**config.mk**
```make
export PLATFORM = sky130hd
export DESIGN_NAME = fifo_param
export DESIGN_NICKNAME = d
export VERILOG_FILES = /design/src/rtl/fifo_pkg.sv /design/src/rtl/fifo_mem.sv /design/src/rtl/fifo_param.sv
export SDC_FILE = /design/constraint.sdc
export NUM_CORES = 1
export LEC_CHECK = 0
export BUFFER_PORTS_ARGS = -buffer_cell sky130_fd_sc_hd__clkbuf_2
export CORE_MARGIN = 2
export CORE_UTILIZATION = 55
export CTS_CLUSTER_SIZE = 10
export DETAILED_ROUTE_END_ITERATION = 6
export HOLD_SLACK_MARGIN = 0.02
export PLACE_DENSITY = 0.76
export SLEW_MARGIN = 5
export SYNTH_ARGS = -nofsm -noshare
export SYNTH_HDL_FRONTEND = slang
export SYNTH_SLANG_ARGS = --single-unit
```
**constraint.sdc**
```tcl
create_clock -name clk -period 2.4 [get_ports clk]
set_input_delay 0.36 -clock clk [delete_from_list [all_inputs] [get_ports clk]]
set_output_delay 0.36 -clock clk [all_outputs]
set_load 0.03 [all_outputs]
```
**src/rtl/fifo_pkg.sv**
```systemverilog
// fifo_pkg: shared width helper and default level constants for the FIFO family.
package fifo_pkg;
  localparam int WIDTH_DEFAULT = 8;
  localparam int DEPTH_DEFAULT = 16;
  localparam int AF_MARGIN = 2;
  localparam int AE_DEFAULT = 2;
  function automatic int cw(input int depth);
    return $clog2(depth) + 1;
  endfunction
endpackage

```
**src/rtl/fifo_mem.sv**
```systemverilog
// fifo_mem: DEPTH x WIDTH register array, sync write port, async read port, no reset.
module fifo_mem #(
  parameter int WIDTH = 8,
  parameter int DEPTH = 16
) (
  input  logic                     clk,
  input  logic                     we,
  input  logic [$clog2(DEPTH)-1:0] waddr,
  input  logic [WIDTH-1:0]         wdata,
  input  logic [$clog2(DEPTH)-1:0] raddr,
  output logic [WIDTH-1:0]         rdata
);
  logic [WIDTH-1:0] mem_q [DEPTH];
  always_ff @(posedge clk)
    if (we) mem_q[waddr] <= wdata;
  assign rdata = mem_q[raddr];
endmodule

```
**src/rtl/fifo_param.sv**
```systemverilog
// fifo_param: parameterised sync FIFO with count, almost flags, error pulses and optional FWFT read.
module fifo_param import fifo_pkg::*; #(
  parameter int WIDTH    = WIDTH_DEFAULT,
  parameter int DEPTH    = DEPTH_DEFAULT,
  parameter int AF_LEVEL = DEPTH - AF_MARGIN,
  parameter int AE_LEVEL = AE_DEFAULT,
  parameter int FWFT     = 0
) (
  input  logic                    clk,
  input  logic                    rst,
  input  logic                    wr,
  input  logic [WIDTH-1:0]        din,
  input  logic                    rd,
  output logic [WIDTH-1:0]        dout,
  output logic                    full,
  output logic                    empty,
  output logic                    almost_full,
  output logic                    almost_empty,
  output logic [cw(DEPTH)-1:0]    count,
  output logic                    overflow,
  output logic                    underflow
);
  localparam int CW = cw(DEPTH);
  localparam int AW = CW - 1;
  logic [AW-1:0] wptr_q, wptr_d, rptr_q, rptr_d;
  logic [CW-1:0] count_q, count_d;
  logic overflow_q, underflow_q, wr_ok, rd_ok;
  logic [WIDTH-1:0] rdata;
  assign full         = count_q == CW'(DEPTH);
  assign empty        = count_q == '0;
  assign almost_full  = count_q >= CW'(AF_LEVEL);
  assign almost_empty = count_q <= CW'(AE_LEVEL);
  assign count        = count_q;
  assign overflow     = overflow_q;
  assign underflow    = underflow_q;
  assign wr_ok   = wr && !full;
  assign rd_ok   = rd && !empty;
  assign wptr_d  = wptr_q + AW'(wr_ok);
  assign rptr_d  = rptr_q + AW'(rd_ok);
  assign count_d = count_q + CW'(wr_ok) - CW'(rd_ok);
  always_ff @(posedge clk or posedge rst)
    if (rst) begin
      wptr_q      <= '0;
      rptr_q      <= '0;
      count_q     <= '0;
      overflow_q  <= 1'b0;
      underflow_q <= 1'b0;
    end else begin
      wptr_q      <= wptr_d;
      rptr_q      <= rptr_d;
      count_q     <= count_d;
      overflow_q  <= wr && full;
      underflow_q <= rd && empty;
    end
  // The write strobe is masked by rst so a write in the reset cycle cannot land in the array.
  fifo_mem #(.WIDTH(WIDTH), .DEPTH(DEPTH)) u_mem (
    .clk   (clk),
    .we    (wr_ok && !rst),
    .waddr (wptr_q),
    .wdata (din),
    .raddr (rptr_q),
    .rdata (rdata)
  );
  if (FWFT != 0) begin : g_fwft
    assign dout = rdata;
  end else begin : g_std
    logic [WIDTH-1:0] dout_q;
    always_ff @(posedge clk or posedge rst)
      if (rst) dout_q <= '0;
      else if (rd_ok) dout_q <= rdata;
    assign dout = dout_q;
  end
endmodule

```
==> impl_results.md, run 1 <==
* Drt pass-1 iters at 4
* Synth Instances at 321
* Initial Util at 0.565
* GRT Util Overall at 0.223
* Commonest non-fill, non-tap cell in the layout: edfxtp_1
* Synthesized flop and latch total at around 150
* Clock sinks at roughly 150
* Synth cell types at 43
* Share of cells above drive strength 1 at 0.379
* Startpoint types: register
* Drt drc at 0
* Ratio of final minimum period to clock period at 0.966
* Die footprint at about 0.012 mm^2
* Post-Route WL at roughly 12000 um
* Final setup viols at 0
* Largest net degree at the start of global routing at 39
* Leak Pwr at between 2 and 3 nW
* Layout Cells excl Fill at around 540
* Vias in the first global route at 3343
* Grt total ovfl at 0
* RD Place Congestion at between 0.7 and 0.8
* Peak VDD IR at approximately 830 uV
* Area of all sequential standard cells at 0.00442 mm^2
* Synthesized Nets at ~350
* Critical Path RT at about 2.8 ns
* Die width at about 110 um
* DP HPWL at roughly 7400 um
* Antenna violation net count after detailed routing at 0
* Most frequent cells in the layout: edfxtp_1, clkbuf_2, buf_4
* Initial DRC count at 340
* Io pins at 31
* # rows at 38
* Antenna violations before repair at 0
* Post-synthesis average cell area at approximately 19 um^2
* Core Util, Final at 0.674
* Placed cell count at roughly 500
* Synthesis-to-finish area growth at 19.2%
* CTS tree: built
* Synthesized area at around 0.006 mm^2
* Total core area at approximately 0.011 mm^2
* Hold Crit Class: input port to register
* Diodes inserted at 0
* H-tree depth at 4
* Fmax at between 400 and 500 MHz
* Clock Latency Late Sink at about 0.52 ns
* First-pass GRT wire length at around 19000 um
* Kind of critical path: register to register
* Relative slew slack at 0.678
* Clock skew at ~0.0089 ns
* WL/cell at 22.2 um
* Nets at a little over 400
* Max Fanout on Critical Path at 4
* Number of port buffers at 30
* RSZ-0062 raised after global routing: true
* Number of synthesized flops with an enable pin at roughly 130
* Fin. Hold Viols at 0
* Die Y at around 110 um
* CTS Buf Count at 17
* Fin. max-slew vios at 0
* Vias/cell at between 5 and 6
* Post-synthesis sequential area ratio at 0.721
* CTS root buf: clkbuf_8
* Fill cell count at a little over 700
* Top FF cell, synth: edfxtp_1
* Power Density at approximately 1200 mW/mm^2
* Status: complete, no violations
* Synth async-reset ratio at 0.152
* Longest Clk Path Bufs at 2
* Min Tclk post-route at roughly 2.3 ns
* MaxCap Viol Count at 0
* Total power draw at 9.04 mW
* Multi-input logic area at approximately 0.0016 mm^2
* Vias at ~3200
* Setup crit end kind: register
* Yosys warnings at 0
* Clock transition at path regs at around 0.060 ns
* Worst Path Arrival at ~2.8 ns
* Slew @ Worst Pin at between 0.4 and 0.5 ns
-- cell families after synthesis --
group           after synthesis  share of synthesized area
flops                       151                      0.721
simple gates                 57                     0.0527
mux                          43                      0.127
compound gates               25                     0.0366
buf+inv                      23                     0.0206
fa+ha+maj                    14                     0.0298
xor+xnor                      8                     0.0114
-- what timing repair did --
item,in CTS,in global routing
setup endpoints to repair,0,1
gates resized for setup,0,7
hold endpoints to repair,23,0
setup buffers,0,9
hold buffers,1,0
-- where the power goes --
group	switching [mW]	total, mW	internal (mW)
Combinational	1.56	2.83	1.26
Sequential	0.281	3.44	3.16
Clock	0.995	2.77	1.78
-- layer usage --
metal / part of all wire / global-route usage
met5: 0 / 0
met4: 0.019 / 0.109
met3: 0.061 / 0.0415
met2: 0.51 / 0.359
met1: 0.40 / 0.296
-- synth_stat cells, types with 3 or more instances --
cell type / n / area [um^2]
mux2i_1: 15 / 150
o22ai_1: 7 / 43.8
nor2b_1: 3 / 18.8
xnor2_1: 4 / 35.0
xor2_1: 4 / 35.0
and2_1: 3 / 18.8
nor2_1: 24 / 90.1
nand2b_1: 4 / 25.0
mux4_2: 28 / 631
nor3_1: 3 / 15.0
dfrtp_1: 23 / 576
buf_6: 4 / 45.0
inv_1: 8 / 30.0
edfxtp_1: 128 / 3840
a221oi_2: 7 / 105
buf_1: 4 / 15.0
ha_1: 13 / 163
nand2_1: 7 / 26.3
-- registers in the layout, summed over array words and instances, names as in the netlist --
signal	cells
count	5
u_mem.mem_q	128
overflow	1
rptr_q	4
wptr_q	4
underflow	1
dout	8
-- worst paths after layout --
path                            slack [ns]  endpoint  startpoint  cells past startpoint
worst min-delay path                  0.11  overflow          wr                      2
worst max-delay path                  0.08  count[4]    count[2]                     13
min in group asynchronous             0.56   dout[4]         rst                      4
worst min register to register        0.49   dout[5]     dout[5]                      2
worst max register to register        0.08  count[4]    count[2]                     13
max in group asynchronous             1.58  count[2]         rst                      4
-- stage by stage --
stage	hold slack (ns)	setup WS, ns	setup TNS, ns	area [um^2]
finish	0.108	0.0805	0	7300
global route	0.106	-0.139	-0.139	7300
detailed placement	0.474	0.0593	0	6570
CTS	0.0768	0.0451	0	7210
global placement	0.471	0.165	0	6570
floorplan	0.387	-0.163	-0.221	6170
-- layout make-up --
class                           instances  share of cell area
Multi-Input combinational cell        147               0.224
Inverter                                9             0.00497
Clock buffer                           17              0.0567
Sequential cell                       151               0.606
Clock inverter                         15              0.0286
Timing Repair Buffer                   62              0.0555
Tap cell                              140              0.0240
-- critical path: stages (launching register included) --
cell and delay [ns]:
dfrtp_2 0.42, inv_2 0.09, ha_4 0.13, nor4b_4 0.27, nand2b_4 0.19, nand2_1 0.04, nand2_1 0.06, ha_2 0.18
inv_2 0.04, fa_2 0.36, nor2_2 0.11, nor2_1 0.04, o21bai_1 0.16, xnor2_1 0.13
Note: power is estimated with default switching activity, not from simulation.
==> run 2, diff against run 1 <==
--- a/config.mk
+++ b/config.mk
@@ -5,13 +5,14 @@
 export SDC_FILE = /design/constraint.sdc
 export NUM_CORES = 1
 export LEC_CHECK = 0
+export ABC_AREA = 1
 export BUFFER_PORTS_ARGS = -buffer_cell sky130_fd_sc_hd__clkbuf_2
 export CORE_MARGIN = 2
 export CORE_UTILIZATION = 55
 export CTS_CLUSTER_SIZE = 10
 export DETAILED_ROUTE_END_ITERATION = 6
 export HOLD_SLACK_MARGIN = 0.02
-export PLACE_DENSITY = 0.76
+export PLACE_DENSITY = 0.75
 export SLEW_MARGIN = 5
 export SYNTH_ARGS = -nofsm -noshare
 export SYNTH_HDL_FRONTEND = slang
==> impl_results.md, run 2 <==
* Psw at 3.17 mW
* Number of port buffers at 30
* Ratio of final minimum period to clock period at 0.933
* Io pins at 31
* GRT Util Overall at 0.233
* Most numerous cell in the Yosys netlist: nand2_1
* Switch share at 0.373
* Layout Cells excl Fill at approximately 860
* Top post-synthesis cells by area: edfxtp_1, nand2_1, dfrtp_1
* Startpoint types: register
* Synthesis-to-finish area growth at 12.9%
* Leak Pwr at roughly 3.5 nW
* Number of synthesized flops with an enable pin at approximately 130
* Min Tclk post-route at around 2.2 ns
* Clock sinks at between 150 and 200
* Diodes inserted at 0
* Critical Path RT at 2.70 ns
* P_int at roughly 5.3 mW
* Drt pass-1 iters at 5
* Most frequent cells in the layout: nand2_1, edfxtp_1, inv_1
* Kind of critical path: register to register
* Max reg flops at between 100 and 150
* Peak VDD IR at 691 uV
* Synthesized area at ~0.0067 mm^2
* Post-Route WL at between 10000 and 15000 um
* Yosys top cell by area: edfxtp_1
* Synth cell types at 20
* Status: complete, no violations
* Hold Crit Class: input port to asynchronous set/reset pin
* Clock Latency Late Sink at roughly 0.42 ns
* Core Util, Final at 0.633
* Grt total ovfl at 0
* Largest net degree at the start of global routing at between 60 and 70
* Worst Path Arrival at roughly 2.5 ns
* Synth Instances at ~660
* Commonest non-fill, non-tap cell in the layout: nand2_1
* Area share of the leading cell type in the synthesized netlist at 0.573
* Synthesized flop and latch total at 151
* MaxCap Viol Count at 0
* Max Fanout on Critical Path at 3
* Post-synthesis sequential area ratio at 0.659
* Synthesized Nets at 682
* Vias at 4487
* Power Density at between 1000 and 1500 mW/mm^2
* Vias in the first global route at between 4000 and 5000
* Synth async-reset ratio at 0.152
* CTS tree: built
* Nets at about 730
* Setup_tns at 0 ns
* Die width at about 110 um
* # rows at 40
* Largest Register: u_mem.mem_q
* Fin area at roughly 0.0076 mm^2
* Final setup viols at 0
* Drt drc at 0
* Fin. max-slew vios at 0
* Vias/cell at between 5 and 6
* First-pass GRT wire length at 22000 um
* RD Place Congestion at between 0.8 and 0.9
* Die footprint at between 0.01 and 0.015 mm^2
* Initial Util at 0.561
* Share of cells above drive strength 1 at 0.131
* Top FF cell, synth: edfxtp_1
* Post-synthesis average cell area at approximately 10 um^2
* Placed instance area at around 0.0071 mm^2
* Antenna violation net count after detailed routing at 0
* Relative slew slack at 0.434
* H-tree depth at 4
* Antenna violations before repair at 0
* Fmax at roughly 450 MHz
* Clock skew at 0.00792 ns
* Clock transition at path regs at roughly 0.060 ns
* Setup crit end kind: register
* Yosys warnings at 0
* DP HPWL at between 9000 and 10000 um
* CTS root buf: clkbuf_16
* CTS Buf Count at 17
* Total power draw at 8.51 mW
* Die Y at 114 um
* Fin. Hold Viols at 0
* Comb pwr share at 0.343
* Initial DRC count at around 470
* Total core area at 0.0120 mm^2
* Clk network pwr share at 0.260
* Seq pwr share at 0.397
* Hold-fix buffers, CTS at 0
* Placed cell count at 833
* Slew @ Worst Pin at 0.848 ns
* Top cells by count, synth: nand2_1, edfxtp_1, inv_1
* WL/cell at roughly 16 um
* RSZ-0062 raised after global routing: false
* Longest Clk Path Bufs at 2
run 2: cell types whose count changed after synthesis, moves of 11 or more:
cell	delta
buf_2	+11
inv_1	+105
mux2i_1	-15
mux4_2	-28
nand2_1	+195
nand3_1	+100
run 2: logic make-up (layout without fill, tap and decap cells):
logic type                 after synthesis  after routing  share of synthesized area
AOI/OAI and AO/OA                        6              6                    0.00485
xor gates and xnor gates                 7              7                    0.00914
adders and majority gates               14             14                     0.0272
buffers and inverters                  147            207                     0.0937
DFF                                    151            151                      0.659
and+or+nand+nor                        331            331                      0.206
run 2: worst paths after layout:
path | depth (start not counted) | slack [ns] | from | to
max in group asynchronous | 2 | 1.71 | rst | rptr_q[0]
setup / recovery | 14 | 0.16 | count[2] | count[4]
hold reg to reg | 2 | 0.48 | dout[4] | dout[4]
min in group clk | 3 | 0.15 | rd | underflow
setup reg to reg | 14 | 0.16 | count[2] | count[4]
hold / removal | 2 | 0.10 | rst | wptr_q[3]
run 2: metrics by stage:
stage	hold slack, ns	setup slack, ns
after floorplan	0.362	0.00376
after CTS	0.125	0.0112
after global placement	0.467	0.0696
final	0.102	0.161
after detailed placement	0.468	-0.0531
after global routing	0.139	0.0105
run 2: what timing repair did:
action / in CTS / in global routing
endpoints found under the hold margin: 0 / 0
setup endpoints to repair: 1 / 1
buffers inserted: 1 / 0
pin swaps: 1 / 2
gates resized for setup: 2 / 3
run 2: layout make-up:
class	count	area (um^2)
Clock buffer	21	440
Clock inverter	8	36.3
Fill cell	908	4390
Inverter	121	454
Multi-Input combinational cell	358	1670
Sequential cell	151	4420
Tap cell	147	184
Timing Repair Buffer	57	365
run 2: worst max-delay path, stage by stage, from the launching register on:
cell,delay (ns)
dfrtp_2,0.40
inv_1,0.10
ha_1,0.17
nand4_1,0.11
nand2_1,0.12
inv_2,0.07
nor2_4,0.09
inv_2,0.04
nand2_1,0.06
ha_1,0.17
inv_1,0.07
fa_2,0.36
o21ai_1,0.13
a21oi_1,0.08
xor2_1,0.15
run 2: metal layers:
metal  track usage  part of all wire  wire [um]  up-vias
met1         0.292              0.42       5850     2083
li1              -                 -          -     2189
met2         0.368              0.48       6750      178
met3        0.0630             0.069        964       37
met5             0                 0          0        -
met4         0.128             0.036        502        0
run 2: power by group through the flow:
stage | sequential [mW] | combinational (mW) | clock [mW]
final | 3.38 | 2.92 | 2.21
after global routing | 3.41 | 3.26 | 2.37
after CTS | 3.37 | 2.92 | 2.24
after detailed placement | 3.43 | 2.90 | 0
after global placement | 3.41 | 2.82 | 0
after floorplan | 3.58 | 1.92 | 0
==> run 3, diff against run 2 <==
--- a/config.mk
+++ b/config.mk
@@ -12,7 +12,7 @@
 export CTS_CLUSTER_SIZE = 10
 export DETAILED_ROUTE_END_ITERATION = 6
 export HOLD_SLACK_MARGIN = 0.02
-export PLACE_DENSITY = 0.75
+export PLACE_DENSITY_LB_ADDON = 0.15
 export SLEW_MARGIN = 5
 export SYNTH_ARGS = -nofsm -noshare
 export SYNTH_HDL_FRONTEND = slang
==> impl_results.md, run 3 (synthesis gave the netlist of run 2 again) <==
* Status: complete, no violations
* Hold Crit Class: input port to asynchronous set/reset pin
* Startpoint types: register
* Fin. Hold Viols at 0
* Io pins at 31
* Largest Register: u_mem.mem_q
* Hold-fix buffers, CTS at 0
* Fill cell count at roughly 940
* CTS root buf: clkbuf_16
* GRT Util Overall at 0.241
* Total power draw at between 8 and 9 mW
* Fmax at around 440 MHz
* Post-Route WL at approximately 14000 um
* CTS tree: built
* Peak VDD IR at a little under 800 uV
* Die Y at between 100 and 150 um
* Number of port buffers at 30
* DP HPWL at about 9100 um
* Final setup viols at 0
* Vias/cell at between 5 and 6
* Crit path cell chain: inv_1 -> ha_2 -> nand4_1 -> nand2_1 -> inv_2 -> nor2_4 -> inv_2 -> nand2_1 -> ha_2 -> inv_1 -> fa_2 -> o21ai_1 -> a21oi_1 -> xor2_1
* Clock skew at 0.00616 ns
* Vias at ~4500
* Slew @ Worst Pin at 0.903 ns
* First-pass GRT wire length at about 23000 um
* Max Fanout on Critical Path at 4
* Drt drc at 0
* Die footprint at around 0.013 mm^2
* Initial DRC count at ~450
* Clock Latency Late Sink at around 0.42 ns
* Nets at roughly 730
* Leak Pwr at roughly 3.5 nW
* Critical Path RT at between 2 and 3 ns
* Max reg flops at roughly 130
* Largest net degree at the start of global routing at 66
* Die width at 114 um
* Fin Hold WS at 0.129 ns
* Core Util, Final at 0.642
* Slowest cell on the critical path: dfrtp_2
* Relative slew slack at 0.397
* MaxCap Viol Count at 0
* Setup_tns at 0 ns
* Commonest non-fill, non-tap cell in the layout: nand2_1
* Longest Clk Path Bufs at 2
* WL/cell at around 17 um
* # rows at 40
* Vias in the first global route at around 4500
* Antenna violation net count after detailed routing at 0
* CTS Buf Count at 17
* Worst Path Arrival at 2.56 ns
* Min Tclk post-route at 2.25 ns
* Initial Util at 0.561
* H-tree depth at 4
* Postcts setup bufs at 0
* Share of cells above drive strength 1 at 0.141
* Clock sinks at about 150
* Synthesis-to-finish area growth at 14.6%
* Setup crit end kind: register
* Power Density at ~1200 mW/mm^2
* Clock transition at path regs at about 0.060 ns
* Total core area at 0.0120 mm^2
* Diodes inserted at 0
* Antenna violations before repair at 0
* RD Place Congestion at just over 0.8
* Fin. max-slew vios at 0
* Ratio of final minimum period to clock period at 0.939
* Kind of critical path: register to register
* Grt total ovfl at 0
* Drt pass-1 iters at 5
* Most frequent cells in the layout: nand2_1, edfxtp_1, inv_1
* Slowest Stage Delay on Critical Path at approximately 0.43 ns
* R2R depth at 14
==> run 3: cell count changes in the layout (fill, tap and decap cells not counted), sizes merged <==
| cell | before | now |
|---|---|---|
| buf | 27 | 29 |
| clkinvlp | 0 | 1 |
| clkbuf | 51 | 50 |
| bufinv | 0 | 3 |
==> run 3: final timing paths <==
| kind | from | endpoint | slack (ns) |
|---|---|---|---|
| worst max-delay path | count[3] | count[4] | 0.15 |
| worst min-delay path | rst | underflow | 0.13 |
| worst max register to register | count[3] | count[4] | 0.15 |
| min in group clk | rd | underflow | 0.15 |
| worst min register to register | dout[0] | dout[0] | 0.48 |
| max in group asynchronous | rst | rptr_q[0] | 1.66 |
==> run 3: routing by layer <==
metal  global-route usage  vias up  wire, um
li1                     -     2202         -
met3               0.0551       40       779
met1                0.297     2123      5900
met2                0.393      137      7150
met5                    0        -         0
met4                0.133        0       548
==> run 3: layout make-up <==
class                      count  area [um^2]  share of cell area
sequential                   151         4420               0.576
multi-input combinational    358         1670               0.218
inverter                     121          454              0.0591
clock buffer                  20          437              0.0568
timing repair buffer          59          380              0.0495
tap                          147          184              0.0239
clock inverter                12          134              0.0174
==> run 3: worst max-delay path: cells and delay by family, from the launching register on <==
family          cells  cell delay (ns)
compound gates      2             0.21
flops               1             0.43
buf+inv             4             0.24
fa+ha+maj           3             0.71
xor+xnor            1             0.14
simple gates        4             0.41
==> run 3: repair_timing <==
item / in CTS / in global routing
gates cloned: 0 / 0
pin swaps: 1 / 2
resized for setup: 1 / 6
endpoints found under the setup margin: 1 / 1
==> run 3: stage by stage <==
step	worst slack (ns)	instance area, um^2	std cells
2_1_floorplan	0.00376	6710	656
3_3_place_gp	0.0727	7100	836
3_5_place_dp	0.0132	7100	836
4_1_cts	0.0293	7670	868
5_1_grt	-0.00563	7680	868
6_report	0.147	7680	868
==> run 3: where the power goes <==
| part | switching, mW | internal [mW] |
|---|---|---|
| logic | 2.09 | 0.907 |
| clock network | 0.971 | 1.61 |
| registers | 0.189 | 3.16 |
| total | 3.25 | 5.68 |
